[config.mk]
export PLATFORM = sky130hd
export DESIGN_NAME = sram_arbiter
export DESIGN_NICKNAME = d
export VERILOG_FILES = /design/src/rtl/sram_arbiter_pkg.sv /design/src/rtl/sram_arbiter_rr_pick.sv /design/src/rtl/sram_arbiter.sv
export SDC_FILE = /design/constraint.sdc
export NUM_CORES = 1
export LEC_CHECK = 0
export CAP_MARGIN = 10
export CELL_PAD_IN_SITES_DETAIL_PLACEMENT = 1
export CELL_PAD_IN_SITES_GLOBAL_PLACEMENT = 1
export CORE_UTILIZATION = 25
export CTS_CLUSTER_DIAMETER = 80
export DETAILED_ROUTE_END_ITERATION = 8
export PLACE_DENSITY = 0.73
export SYNTH_ARGS = -nofsm -noshare
export SYNTH_HDL_FRONTEND = slang
export SYNTH_HIERARCHICAL = 1
export SYNTH_SLANG_ARGS = --single-unit
[constraint.sdc]
create_clock -name clk -period 1.4 [get_ports clk]
set_input_delay 0.28 -clock clk [delete_from_list [all_inputs] [get_ports clk]]
set_output_delay 0.28 -clock clk [all_outputs]
set_load 0.02 [all_outputs]
[src/rtl/sram_arbiter_pkg.sv]
// Shared sizes, owner tags and arbiter state encodings for the sram_arbiter slice.
// Optional port-1 lock support in the top is enabled by defining ARB_LOCK_EN.
`ifndef D_SIZE
`define D_SIZE 32
`endif
`ifndef A_SIZE
`define A_SIZE 10
`endif

package sram_arbiter_pkg;

  localparam logic OWNER_M0 = 1'b0;
  localparam logic OWNER_M1 = 1'b1;

  localparam logic [0:0] IDLE   = 1'b0;
  localparam logic [0:0] LOCKED = 1'b1;

  function automatic logic other_owner(input logic owner);
    return (owner == OWNER_M0) ? OWNER_M1 : OWNER_M0;
  endfunction

endpackage

[src/rtl/sram_arbiter_rr_pick.sv]
// Combinational two-way round-robin selector: a lone requester always wins,
// a contended slot goes to the port that did not own the previous transfer.
module rr_pick
  import sram_arbiter_pkg::*;
(
  input  logic [1:0] req,
  input  logic       last_owner,
  output logic [1:0] gnt,
  output logic       winner
);

  always_comb begin
    gnt    = 2'b00;
    winner = last_owner;
    case (req)
      2'b01: begin
        gnt    = 2'b01;
        winner = OWNER_M0;
      end
      2'b10: begin
        gnt    = 2'b10;
        winner = OWNER_M1;
      end
      2'b11: begin
        winner = other_owner(last_owner);
        gnt    = (other_owner(last_owner) == OWNER_M1) ? 2'b10 : 2'b01;
      end
      default: begin
        gnt    = 2'b00;
        winner = last_owner;
      end
    endcase
  end

endmodule

[src/rtl/sram_arbiter.sv]
// Two-master arbiter for a single-port sram with registered strobes and tagged
// read return. Define ARB_LOCK_EN to add the m1_lock burst-lock mode.
module sram_arbiter
  import sram_arbiter_pkg::*;
#(
  parameter int D_SIZE   = `D_SIZE,
  parameter int A_SIZE   = `A_SIZE,
  parameter int LOCK_MAX = 16
) (
  input  logic              clk,
  input  logic              rst_n,
  input  logic              m0_req,
  input  logic              m0_we,
  input  logic [A_SIZE-1:0] m0_addr,
  input  logic [D_SIZE-1:0] m0_wdata,
  output logic              m0_gnt,
  output logic              m0_rvalid,
  output logic [D_SIZE-1:0] m0_rdata,
  input  logic              m1_req,
  input  logic              m1_we,
  input  logic [A_SIZE-1:0] m1_addr,
  input  logic [D_SIZE-1:0] m1_wdata,
  output logic              m1_gnt,
  output logic              m1_rvalid,
  output logic [D_SIZE-1:0] m1_rdata,
`ifdef ARB_LOCK_EN
  input  logic              m1_lock,
`endif
  output logic              read,
  output logic              write,
  output logic [A_SIZE-1:0] address,
  output logic [D_SIZE-1:0] data_out,
  input  logic [D_SIZE-1:0] data_in
);

  if (LOCK_MAX < 1) begin : g_lock_max_check
    $error("sram_arbiter: LOCK_MAX must be at least 1");
  end

  logic              last_owner;
  logic [1:0]        req_vec;
  logic [1:0]        gnt_vec;
  logic              winner;
  logic              accept;
  logic              m0_block;

  logic              sel_we;
  logic [A_SIZE-1:0] sel_addr;
  logic [D_SIZE-1:0] sel_wdata;

  logic              rd_p0;
  logic              wr_p0;
  logic              own_p0;
  logic [A_SIZE-1:0] addr_p0;
  logic [D_SIZE-1:0] wdata_p0;
  logic              vld_p1;
  logic              own_p1;

  logic [D_SIZE-1:0] m0_rdata_hold;
  logic [D_SIZE-1:0] m1_rdata_hold;

`ifdef ARB_LOCK_EN
  localparam int CNT_W = (LOCK_MAX < 2) ? 1 : $clog2(LOCK_MAX + 1);

  logic [0:0]       state;
  logic [CNT_W-1:0] lock_cnt;
  logic [CNT_W-1:0] lock_cnt_next;

  assign m0_block      = (state == LOCKED);
  assign lock_cnt_next = lock_cnt + 1'b1;

  // The grant that enters LOCKED is the first one counted toward LOCK_MAX;
  // leaving on the limit keeps last_owner=1, so the next contention goes to port 0.
  always_ff @(posedge clk) begin
    if (!rst_n) begin
      state    <= IDLE;
      lock_cnt <= '0;
    end else if ((state == LOCKED) && !m1_lock) begin
      state    <= IDLE;
      lock_cnt <= '0;
    end else if (gnt_vec[1] && m1_lock) begin
      if (lock_cnt_next >= CNT_W'(LOCK_MAX)) begin
        state    <= IDLE;
        lock_cnt <= '0;
      end else begin
        state    <= LOCKED;
        lock_cnt <= lock_cnt_next;
      end
    end
  end
`else
  assign m0_block = 1'b0;
`endif

  assign req_vec = {m1_req, m0_req & ~m0_block};

  rr_pick u_rr_pick (
    .req        (req_vec),
    .last_owner (last_owner),
    .gnt        (gnt_vec),
    .winner     (winner)
  );

  assign m0_gnt    = gnt_vec[0];
  assign m1_gnt    = gnt_vec[1];
  assign accept    = |gnt_vec;
  assign sel_we    = (winner == OWNER_M1) ? m1_we    : m0_we;
  assign sel_addr  = (winner == OWNER_M1) ? m1_addr  : m0_addr;
  assign sel_wdata = (winner == OWNER_M1) ? m1_wdata : m0_wdata;

  // Stage p0: accepted access becomes the registered sram strobe cycle.
  always_ff @(posedge clk) begin
    if (!rst_n) begin
      rd_p0      <= 1'b0;
      wr_p0      <= 1'b0;
      own_p0     <= OWNER_M0;
      addr_p0    <= '0;
      wdata_p0   <= '0;
      last_owner <= OWNER_M1;
    end else begin
      rd_p0 <= accept & ~sel_we;
      wr_p0 <= accept & sel_we;
      if (accept) begin
        own_p0     <= winner;
        addr_p0    <= sel_addr;
        wdata_p0   <= sel_wdata;
        last_owner <= winner;
      end
    end
  end

  assign read     = rd_p0;
  assign write    = wr_p0;
  assign address  = addr_p0;
  assign data_out = wdata_p0;

  // Stage p1: sram data_in is valid now; steer it to the tagged owner.
  always_ff @(posedge clk) begin
    if (!rst_n) begin
      vld_p1 <= 1'b0;
      own_p1 <= OWNER_M0;
    end else begin
      vld_p1 <= rd_p0;
      own_p1 <= own_p0;
    end
  end

  assign m0_rvalid = vld_p1 & (own_p1 == OWNER_M0);
  assign m1_rvalid = vld_p1 & (own_p1 == OWNER_M1);

  always_ff @(posedge clk) begin
    if (!rst_n) begin
      m0_rdata_hold <= '0;
      m1_rdata_hold <= '0;
    end else begin
      if (m0_rvalid) m0_rdata_hold <= data_in;
      if (m1_rvalid) m1_rdata_hold <= data_in;
    end
  end

  // rdata follows data_in on the rvalid cycle and otherwise holds the last return.
  assign m0_rdata = m0_rvalid ? data_in : m0_rdata_hold;
  assign m1_rdata = m1_rvalid ? data_in : m1_rdata_hold;

endmodule

==> Flow_metrics.wiki, run 1 <==
{| class="wikitable"
! Metric !! Value
|-
| Slew Limit Fails || 0
|-
| Post-detail-place hpwl || 10,500 um
|-
| Type of the worst min-delay path || input pin to flop
|-
| DR iter-0 viols || 87
|-
| Violations in the final reports || negative setup slack
|-
| Worst-Skew Late Latency || between 0.3 and 0.4 ns
|-
| CTS tree || done
|-
| WP data required || around 1.1 ns
|-
| Net count of the finished layout || 814
|-
| Result of the run || finished with violations
|-
| Maximum number of pins on one net before global-route repair || 67
|-
| Clock period minus worst slack || about 1.9 ns
|-
| Power after layout || just under 9 mW
|-
| Area contributors post-synth || dfxtp_1, mux2_4, mux2i_1
|-
| Worst clock skew || ~0.014 ns
|-
| Fin cells || slightly above 900
|-
| Wire length of the first global-routing pass || around 25,000 um
|-
| Remaining max-slew budget at the tightest pin || a little under three quarters
|-
| Cell accounting for the most synthesized area || dfxtp_1
|-
| Count of endpoints failing hold in the final timing report || 0
|-
| Async set-reset flop share out of synthesis || 0%
|-
| Rows || a little under 50
|-
| Warning count from the yosys run || 6
|-
| End-of-flow core utilization || between 50% and 60%
|-
| Kind of start point of the critical path || flop
|-
| Antenna viol nets, final || 0
|-
| Initial standard-cell utilization of the core || between 20 and 30%
|-
| PnR worst setup slack || -0.517 ns
|-
| Setup repair after global routing missed its margin || yes
|-
| Area of combinational cells with multiple inputs || between 0.002 and 0.003 mm2
|-
| First drt pass iteration count || 4
|-
| Post-synthesis to final-layout area growth || 96.6%
|-
| Core area || between 0.015 and 0.02 mm2
|-
| Final routed DRC violation total || 0
|-
| Share of final-layout standard cells stronger than drive strength 1 || 42.8%
|-
| Predominant post-synthesis flop cell || dfxtp_1
|-
| Unique masters post-synth || 18
|-
| Number of standard cells after synthesis || approximately 420
|-
| Total grt overflow || 0
|-
| Final count of negative-setup-slack endpoints || around 120
|-
| Tcrit/Tclk final || 137%
|-
| Top-area cell type share of the netlist area || between 40% and 50%
|-
| Data arrival, critical path || 1.64 ns
|-
| Sequential cell area || 0.00225 mm2
|-
| Max-cap violations || 0
|-
| Vias per cell || around 4.6
|-
| Clock transition at the registers of the reported paths || around 0.08 ns
|-
| Setup CP Type || flop to primary output
|-
| Most instantiated cells after synthesis || dfxtp_1, and2_1, mux2i_1, o21ai_0, a21oi_1
|-
| Post-detailed-placement cell area || about 0.0073 mm2
|-
| Root buf cell || clkbuf_16
|-
| Slew at the pin closest to its max-slew limit || 0.437 ns
|-
| Leakage || around 4.0 nW
|-
| Synthesized net count || approximately 540
|-
| Synthesis-stage register bit count || between 100 and 150
|-
| Final standard cell area without fillers || around 0.0090 mm2
|-
| Cts-stage hold buffer count || 0
|-
| DIE AREA || 0.0190 mm2
|-
| Io pins || 234
|-
| Average footprint of a synthesized cell || 10.9 um2
|-
| Antenna violations before repair || 0
|-
| Cells after DPL || ~860
|-
| Vias in the first global route || 4,448
|-
| Clock sink total || between 100 and 150
|-
| Most common cell in the synthesized netlist || dfxtp_1
|-
| Wire per inst || around 19 um
|-
| Max Freq || between 500 and 600 MHz
|-
| Number of inserted filler cells in the final layout || around 1,800
|-
| N_diodes || 0
|-
| Die boundary height || between 100 and 150 um
|-
| Post-synthesis cell area || 0.00460 mm2
|-
| Total wire length after detailed routing || about 18,000 um
|-
| Post-route worst hold slack || approximately 0.37 ns
|-
| Number of enable flip-flop cells after synthesis || 0
|-
| Maximum fanout encountered on the critical timing path || 5
|-
| Tot GR Track Use || between 10% and 20%
|-
| Accumulated negative setup slack || -30.09 ns
|-
| Maximum clock path buffer count || 2
|-
| Port buffer count || 233
|-
| Power density relative to cell area || slightly below 1000 mW/mm2
|-
| Die width || ~140 um
|-
| H-Tree Level Count || 3
|-
| Post-Place Setup Slack || -0.600 ns
|-
| Worst-case vdd ir drop || 0.673 mV
|-
| Kind of capture point of the worst setup path || primary output
|-
| Fraction of the yosys area taken by sequential cells || between 40 and 50%
|-
| Detailed-route via count || ~4,200
|-
| Routability cong. || a little under 0.7
|-
| Total CTS buffers || 9
|}
## cells in the final DEF, fill, tap and decap left out, types with 5 or more instances in the layout
master           netlist  final
a21oi_1               42     15
dlygate4sd2_1          0     41
mux2i_1               43     17
buf_12                 0     18
buf_16                 0     11
mux2i_2                0      9
o21ai_2                0     13
clkdlybuf4s50_1        0    118
and2_1                67     60
mux2_4                29     63
buf_2                 12      5
buf_4                  0      7
buf_6                  4     83
o21ai_0               43      7
and2_4                 0      7
o21ai_1                0     21
dfxtp_1              112    109
mux2i_4                0     17
clkbuf_16              0     12
a21oi_2                0     24
## report_power, final
part / switching (mW) / internal [mW] / leakage [nW]
clock: 1.37 / 1.32 / 0.150
sequential: 0.102 / 3.37 / 0.918
combinational: 1.13 / 1.40 / 2.96
## flip-flops by register name (all words and copies together) (netlist names)
name,flops
m1_rdata_hold,32
own_p0,1
own_p1,1
data_out,32
write,1
m0_rdata_hold,32
address,10
read,1
last_owner,1
vld_p1,1
## timing repair
item,in CTS,in global routing
endpoints found under the setup margin,158,151
cloned,17,3
gates resized for setup,498,187
buffers inserted,25,9
pin swaps,22,29
## cells by family after synthesis
group,after synthesis,share of synthesized area [%]
flops,112,48.7
mux,107,27.4
compound gates,87,9.57
simple gates,79,10.3
buf+inv,37,4.00
## layout make-up
cell class,count,area share [%]
Inverter,3,0.124
Multi-Input combinational cell,273,31.2
Clock inverter,6,0.747
Timing Repair Buffer,293,37.2
Tap cell,229,3.17
Clock buffer,10,2.64
Sequential cell,112,24.9
## layer usage
metal / track usage (%) / vias to the layer above / wire (um) / share of wire [%]
met5: 0 / - / 0 / 0
met4: 5.13 / 0 / 174 / 0.98
met3: 5.56 / 15 / 1490 / 8.3
met2: 33.3 / 175 / 9260 / 52
met1: 19.6 / 2050 / 6900 / 39
li1: - / 1998 / - / -
## worst max-delay path: stages, from the launching register on
cell and delay [ns]:
dfxtp_4 0.37, nand2b_4 0.19, buf_12 0.16, buf_12 0.12, mux2_4 0.30, buf_6 0.14
## path summary, 6_finish.rpt
kind                        from                           to  slack (ns)  cells after the start
max            own_p1$_SDFF_PN0_                 m0_rdata[20]       -0.52                      5
min                        rst_n      last_owner$_SDFFE_PN1P_        0.37                      3
min reg2reg  own_p0$_SDFFE_PN0P_          own_p0$_SDFFE_PN0P_        0.46                      2
max reg2reg    own_p1$_SDFF_PN0_  m0_rdata_hold[8]$_SDFF_PN0_       -0.10                      6
No activity file was read; power rests on OpenSTA's default activity.
==> run 2, diff against run 1 <==
Settings changed: CORE_UTILIZATION 25 to 27, PLACE_DENSITY 0.73 to 0.78, SLEW_MARGIN set to 10.
==> run 2 against run 1 <==
  * Design area hardly changed
  * Utilization grew 4.4 points
  * Combinational power increased by 4%
  * Sequential share of layout area hardly changed
  * Clock power fell by 3%
  * The run still ends with negative setup slack left
==> Flow_metrics.wiki, run 2 (synthesized netlist as in run 1, its figures left out) <==
{| class="wikitable"
! Metric !! Value
|-
| Result of the run || finished with violations (unchanged)
|-
| Violations in the final reports || negative setup slack (unchanged)
|-
| Count of endpoints failing hold in the final timing report || 0 (unchanged)
|-
| Post-route worst hold slack || 0.403 ns (was 0.367 ns)
|-
| Power density relative to cell area || 965 mW/mm2 (was 960 mW/mm2)
|-
| Critical hold path startpoint || rst_n (unchanged)
|-
| Clock transition at the registers of the reported paths || 0.07 ns (was 0.08 ns)
|-
| Power after layout || 8.74 mW (was 8.69 mW)
|-
| Minimum setup slack among reg-to-reg paths || -0.15 ns (was -0.10 ns)
|-
| Net count of the finished layout || 819 (was 814)
|-
| Max-cap violations || 0 (unchanged)
|-
| Total CTS buffers || 9 (unchanged)
|-
| Commonest non-fill, non-tap cell in the layout || clkdlybuf4s50_1 (unchanged)
|-
| Antenna violations before repair || 3 (was 0)
|-
| Fin cells || 924 (was 926)
|-
| End-of-flow core utilization || 54.6% (was 50.2%)
|-
| PnR worst setup slack || -0.536 ns (was -0.517 ns)
|-
| Critical Path, Cell by Cell || nand2b_4 -> buf_12 -> buf_12 -> buf_8 -> mux2_4 -> buf_6 (was nand2b_4 -> buf_12 -> buf_12 -> mux2_4 -> buf_6)
|-
| Initial standard-cell utilization of the core || 27.8% (was 25.5%)
|-
| Final count of negative-setup-slack endpoints || 127 (was 117)
|-
| Worst hold path stage count || 3 (unchanged)
|-
| Slowest stage cell, crit path || dfxtp_2 (was dfxtp_4)
|-
| Antenna viol nets, final || 0 (unchanged)
|-
| Routability cong. || 0.792 (was 0.694)
|-
| Max Freq || 517 MHz (was 522 MHz)
|-
| Die boundary height || 133 um (was 138 um)
|-
| Slew at the pin closest to its max-slew limit || 0.315 ns (was 0.437 ns)
|-
| CTS tree || done (unchanged)
|-
| Wire per inst || 20.8 um (was 19.2 um)
|-
| Remaining max-slew budget at the tightest pin || 79.0% (was 70.9%)
|-
| Total wire length after detailed routing || 19,200 um (was 17,800 um)
|-
| Detailed-route via count || 4,335 (was 4,238)
|-
| Critical path depth in cells || 6 (was 5)
|-
| Maximum number of pins on one net before global-route repair || 59 (was 67)
|-
| Io pins || 234 (unchanged)
|-
| Total buffers and inverters traversed by the critical path || 4 (was 3)
|-
| Cells after DPL || 857 (was 864)
|-
| H-Tree Level Count || 3 (unchanged)
|-
| Worst-case vdd ir drop || 0.573 mV (was 0.673 mV)
|-
| R2r endpoint || data_out[2]$_SDFFE_PN0P_ (was m0_rdata_hold[8]$_SDFF_PN0_)
|-
| Share of final-layout standard cells stronger than drive strength 1 || 47.0% (was 42.8%)
|-
| Die width || 133 um (was 138 um)
|-
| Data arrival, critical path || 1.66 ns (was 1.64 ns)
|-
| Worst clock skew || 0.0136 ns (about the same)
|-
| Port buffer count || 233 (unchanged)
|-
| Endpoint of the worst hold path || last_owner$_SDFFE_PN1P_ (unchanged)
|-
| Vias in the first global route || 4,920 (was 4,448)
|-
| Total grt overflow || 0 (unchanged)
|-
| Wire length of the first global-routing pass || 27,600 um (was 25,200 um)
|-
| Maximum clock path buffer count || 2 (unchanged)
|-
| Setup CP Type || flop to primary output (unchanged)
|-
| DIE AREA || 0.0176 mm2 (was 0.0190 mm2)
|-
| Leakage || 4.02 nW (was 4.03 nW)
|-
| Rows || 47 (was 49)
|-
| Core area || 0.0166 mm2 (was 0.0180 mm2)
|-
| Kind of capture point of the worst setup path || primary output (unchanged)
|-
| Critical path's top delay family || buffers and inverters (unchanged)
|-
| Tot GR Track Use || 20.6% (was 18.0%)
|-
| Post-synthesis to final-layout area growth || 96.7% (was 96.6%)
|-
| Most used cells in the layout excluding fill and tap cells || clkdlybuf4s50_1, dfxtp_1, buf_6, and2_1, mux2_4 (was clkdlybuf4s50_1, dfxtp_1, buf_6, mux2_4, and2_1)
|-
| Worst-Skew Late Latency || 0.36 ns (about the same)
|-
| Type of the worst min-delay path || input pin to flop (unchanged)
|-
| Maximum single-stage delay on the critical path || 0.34 ns (was 0.37 ns)
|-
| Post-detail-place hpwl || 11,000 um (was 10,500 um)
|-
| Clock sink total || 112 (unchanged)
|-
| Clock period minus worst slack || 1.94 ns (was 1.92 ns)
|-
| Setup repair after global routing missed its margin || yes (unchanged)
|-
| Cell seen most often among critical-path stages || buf_12 (unchanged)
|-
| Final routed DRC violation total || 0 (unchanged)
|-
| Path depth of the worst reg2reg path || 8 (was 6)
|-
| Root buf cell || clkbuf_16 (unchanged)
|-
| DR iter-0 viols || 83 (was 87)
|-
| WP data required || 1.12 ns (about the same)
|-
| First drt pass iteration count || 4 (unchanged)
|-
| Tcrit/Tclk final || 138% (was 137%)
|-
| Vias per cell || 4.69 (was 4.58)
|-
| Maximum fanout encountered on the critical timing path || 6 (was 5)
|-
| Accumulated negative setup slack || -32.73 ns (was -30.09 ns)
|-
| Kind of start point of the critical path || flop (unchanged)
|-
| Slew Limit Fails || 0 (unchanged)
|-
| Start of the worst register-to-register path || last_owner$_SDFFE_PN1P_ (was own_p1$_SDFF_PN0_)
|}
## run 2: cell count changes in the layout (fill, tap and decap cells not counted), sizes merged
| cell | change |
|---|---|
| inv | -3 |
| dlygate4sd2 | -7 |
| clkdlybuf4s15 | +4 |
| clkinv | +2 |
| diode | +2 |
| buf | +4 |
| clkbuf | +2 |
| clkinvlp | +1 |
| or2 | +1 |
| bufinv | +1 |
## run 2: cell type report
cell class	count	area (um2)
fillers	1658	7530
repair buffers	297	3310
multi-input cells	274	2910
flip-flops and latches	112	2250
well taps	220	275
clock buffers	9	225
clock inverters	7	70.1
inverters	3	11.3
diodes	2	5.00
## run 2: worst max-delay path by stage
stage               slack, ns               startpoint                  endpoint
floorplan               -0.02  last_owner$_SDFFE_PN1P_   address[1]$_SDFFE_PN0P_
global placement        -0.50                   m0_req  data_out[2]$_SDFFE_PN0P_
detailed placement      -0.60                   m1_req  data_out[2]$_SDFFE_PN0P_
CTS                     -0.59        own_p1$_SDFF_PN0_               m0_rdata[1]
global route            -0.58        own_p1$_SDFF_PN0_              m0_rdata[28]
finish                  -0.54        own_p1$_SDFF_PN0_              m0_rdata[25]
## run 2: metrics by stage
step           setup WS, ns  instance area, um2
2_1_floorplan       -0.0232                4650
3_3_place_gp         -0.505                7270
3_5_place_dp         -0.603                7270
4_1_cts              -0.592                8500
5_1_grt              -0.582                9050
6_report             -0.536                9050
## run 2: power breakdown
| part | switching [mW] | internal, mW | total [mW] | leakage (nW) |
|---|---|---|---|---|
| clock network | 1.21 | 1.39 | 2.60 | 0.146 |
| registers | 0.135 | 3.37 | 3.50 | 0.918 |
| logic | 1.22 | 1.41 | 2.64 | 2.96 |
| total | 2.56 | 6.17 | 8.74 | 4.02 |
## run 2: worst min-delay path: cells and delay by family
kind	cells	cell delay, ns
simple gates	1	0.09
buf+inv	2	0.33
## run 2: routing by layer
layer / GRT usage, % / wire length, um / vias up
met2: 37.7 / 10000 / 186
met1: 21.7 / 7590 / 2115
met5: 0 / 15 / -
met3: 5.36 / 1150 / 28
met4: 10.1 / 440 / 2
li1: - / - / 2004
## run 2: timing repair
item | CTS | global route
gates cloned | 15 | 4
hold buffers | 0 | 0
setup buffers | 27 | 17
pin swaps | 11 | 17
resized for setup | 535 | 183
endpoints found under the setup margin | 158 | 143
==> run 3, diff against run 2 <==
--- a/constraint.sdc
+++ b/constraint.sdc
@@ -3,2 +3,2 @@
 set_output_delay 0.28 -clock clk [all_outputs]
-set_load 0.02 [all_outputs]
+set_load 0.05 [all_outputs]
==> run 3 against run 2 <==
  * The run still ends with negative setup slack left
  * Critical endpoint is now m1_rdata[21]
  * Sequential power increased by 2%
  * Register-to-register slack lost 0.04 ns
  * Largest cell class unchanged
  * Combinational power is 28% higher
  * Global-route usage is 1.1 points lower
  * Routed wire length decreased by 7.1%
==> Flow_metrics.wiki, run 3 (synthesized netlist as in run 1, its figures left out) <==
{| class="wikitable"
! Metric !! Value
|-
| Detailed-route via count || 4,172 (was 4,335)
|-
| Maximum number of pins on one net before global-route repair || 62 (was 59)
|-
| Slew at the pin closest to its max-slew limit || 0.256 ns (was 0.315 ns)
|-
| First drt pass iteration count || 4 (unchanged)
|-
| DR iter-0 viols || 98 (was 83)
|-
| Count of endpoints failing hold in the final timing report || 0 (unchanged)
|-
| Total CTS buffers || 9 (unchanged)
|-
| Wire length of the first global-routing pass || 26,500 um (was 27,600 um)
|-
| Clock period minus worst slack || 1.88 ns (was 1.94 ns)
|-
| Final count of negative-setup-slack endpoints || 112 (was 127)
|-
| N_diodes || 0 (was 2)
|-
| Routability cong. || 0.773 (was 0.792)
|-
| H-Tree Level Count || 3 (unchanged)
|-
| Area of combinational cells with multiple inputs || 0.00270 mm2 (was 0.00291 mm2)
|-
| Data arrival, critical path || 1.60 ns (was 1.66 ns)
|-
| Vias in the first global route || 4,676 (was 4,920)
|-
| Post-detailed-placement cell area || 0.00806 mm2 (was 0.00727 mm2)
|-
| Remaining max-slew budget at the tightest pin || 83.0% (was 79.0%)
|-
| Most used cells in the layout excluding fill and tap cells || clkdlybuf4s50_1, dfxtp_1, buf_12, and2_1, mux2_4 (was clkdlybuf4s50_1, dfxtp_1, buf_6, and2_1, mux2_4)
|-
| WP data required || 1.12 ns (about the same)
|-
| Power density relative to cell area || 1020 mW/mm2 (was 965 mW/mm2)
|-
| Result of the run || finished with violations (unchanged)
|-
| Commonest non-fill, non-tap cell in the layout || clkdlybuf4s50_1 (unchanged)
|-
| Cts-stage hold buffer count || 0 (unchanged)
|-
| Port buffer count || 233 (unchanged)
|-
| Setup repair after global routing missed its margin || yes (unchanged)
|-
| Tot GR Track Use || 19.5% (was 20.6%)
|-
| Final routed DRC violation total || 0 (unchanged)
|-
| Post-detail-place hpwl || 11,000 um (about the same)
|-
| Antenna viol nets, final || 0 (unchanged)
|-
| Net count of the finished layout || 792 (was 819)
|-
| Share of final-layout standard cells stronger than drive strength 1 || 46.2% (was 47.0%)
|-
| Tcrit/Tclk final || 135% (was 138%)
|-
| DIE AREA || 0.0176 mm2 (unchanged)
|-
| Violations in the final reports || negative setup slack (unchanged)
|-
| Maximum fanout encountered on the critical timing path || 17 (was 6)
|-
| Clock transition at the registers of the reported paths || 0.07 ns (about the same)
|-
| PnR worst setup slack || -0.483 ns (was -0.536 ns)
|-
| Worst-Skew Late Latency || 0.36 ns (about the same)
|-
| Total grt overflow || 0 (unchanged)
|-
| Kind of capture point of the worst setup path || primary output (unchanged)
|-
| Power after layout || 9.61 mW (was 8.74 mW)
|-
| Final standard cell area without fillers || 0.00945 mm2 (was 0.00905 mm2)
|-
| Core area || 0.0166 mm2 (unchanged)
|-
| Maximum clock path buffer count || 2 (unchanged)
|-
| Clock sink total || 112 (unchanged)
|-
| Max Freq || 531 MHz (was 517 MHz)
|-
| Antenna violations before repair || 0 (was 3)
|-
| Kind of start point of the critical path || flop (unchanged)
|-
| Initial standard-cell utilization of the core || 27.8% (unchanged)
|-
| Max-cap violations || 0 (unchanged)
|-
| Die width || 133 um (unchanged)
|-
| Post-synthesis to final-layout area growth || 105% (was 96.7%)
|-
| Number of inserted filler cells in the final layout || 1,579 (was 1,658)
|-
| Die boundary height || 133 um (unchanged)
|-
| Type of the worst min-delay path || input pin to flop (unchanged)
|-
| Vias per cell || 4.66 (was 4.69)
|-
| Wire per inst || 20.0 um (was 20.8 um)
|-
| Slew Limit Fails || 0 (unchanged)
|-
| Total wire length after detailed routing || 17,900 um (was 19,200 um)
|-
| Worst clock skew || 0.0126 ns (was 0.0136 ns)
|-
| Leakage || 3.94 nW (was 4.02 nW)
|-
| Rows || 47 (unchanged)
|-
| CTS tree || done (unchanged)
|-
| Root buf cell || clkbuf_16 (unchanged)
|-
| Setup CP Type || flop to primary output (unchanged)
|-
| Io pins || 234 (unchanged)
|-
| Worst-case vdd ir drop || 0.573 mV (about the same)
|-
| Sequential cell area || 0.00225 mm2 (about the same)
|}
[run 3: metrics by stage]
stage	setup slack, ns	instances	hold WS [ns]	utilization, %	setup TNS [ns]
after global routing	-0.534	895	0.378	57.0	-37.15
final	-0.483	895	0.368	57.0	-32.29
after global placement	-0.466	856	0.458	48.6	-27.57
after floorplan	-0.0489	422	0.430	-	-3.07
after detailed placement	-0.594	856	0.456	48.6	-30.80
after CTS	-0.509	893	0.356	54.6	-31.91
[run 3: layout make-up]
type,count,share of cell area (%)
Clock buffer,12,2.61
Clock inverter,4,0.556
Inverter,3,0.172
Multi-Input combinational cell,273,28.6
Sequential cell,112,23.8
Tap cell,220,2.91
Timing Repair Buffer,271,41.4
[run 3: final timing paths]
path / from / slack (ns) / depth (start not counted) / end
hold reg to reg: own_p0$_SDFFE_PN0P_ / 0.48 / 1 / own_p1$_SDFF_PN0_
setup / recovery: vld_p1$_SDFF_PN0_ / -0.48 / 4 / m1_rdata[21]
hold / removal: rst_n / 0.37 / 3 / last_owner$_SDFFE_PN1P_
setup reg to reg: last_owner$_SDFFE_PN1P_ / -0.19 / 8 / address[9]$_SDFFE_PN0P_
[run 3: per-layer routing]
layer	vias up	share of wire, %	GRT usage (%)
li1	1953	-	-
met1	2024	39	21.4
met2	182	52	35.2
met3	13	7.5	6.17
met4	0	1.1	6.64
met5	-	0	0
[run 3: worst max-delay path, cell delays in order (launching register included)]
cell	delay [ns]
dfxtp_4	0.36
nand2_4	0.14
buf_12	0.19
mux2_2	0.39
buf_12	0.16
[run 3: power breakdown]
part / switching, mW / internal (mW) / leakage [nW]
Clock: 1.21 / 1.45 / 0.147
Sequential: 0.193 / 3.37 / 0.917
Combinational: 1.62 / 1.77 / 2.87
Total: 3.02 / 6.58 / 3.94
[run 3: repair_timing]
action | 4_1_cts | 5_1_grt
cloned | 12 | 2
hold endpoints to repair | 0 | 0
pin swaps | 32 | 19
endpoints found under the setup margin | 115 | 123
gates resized for setup | 106 | 86
setup buffers | 9 | 1
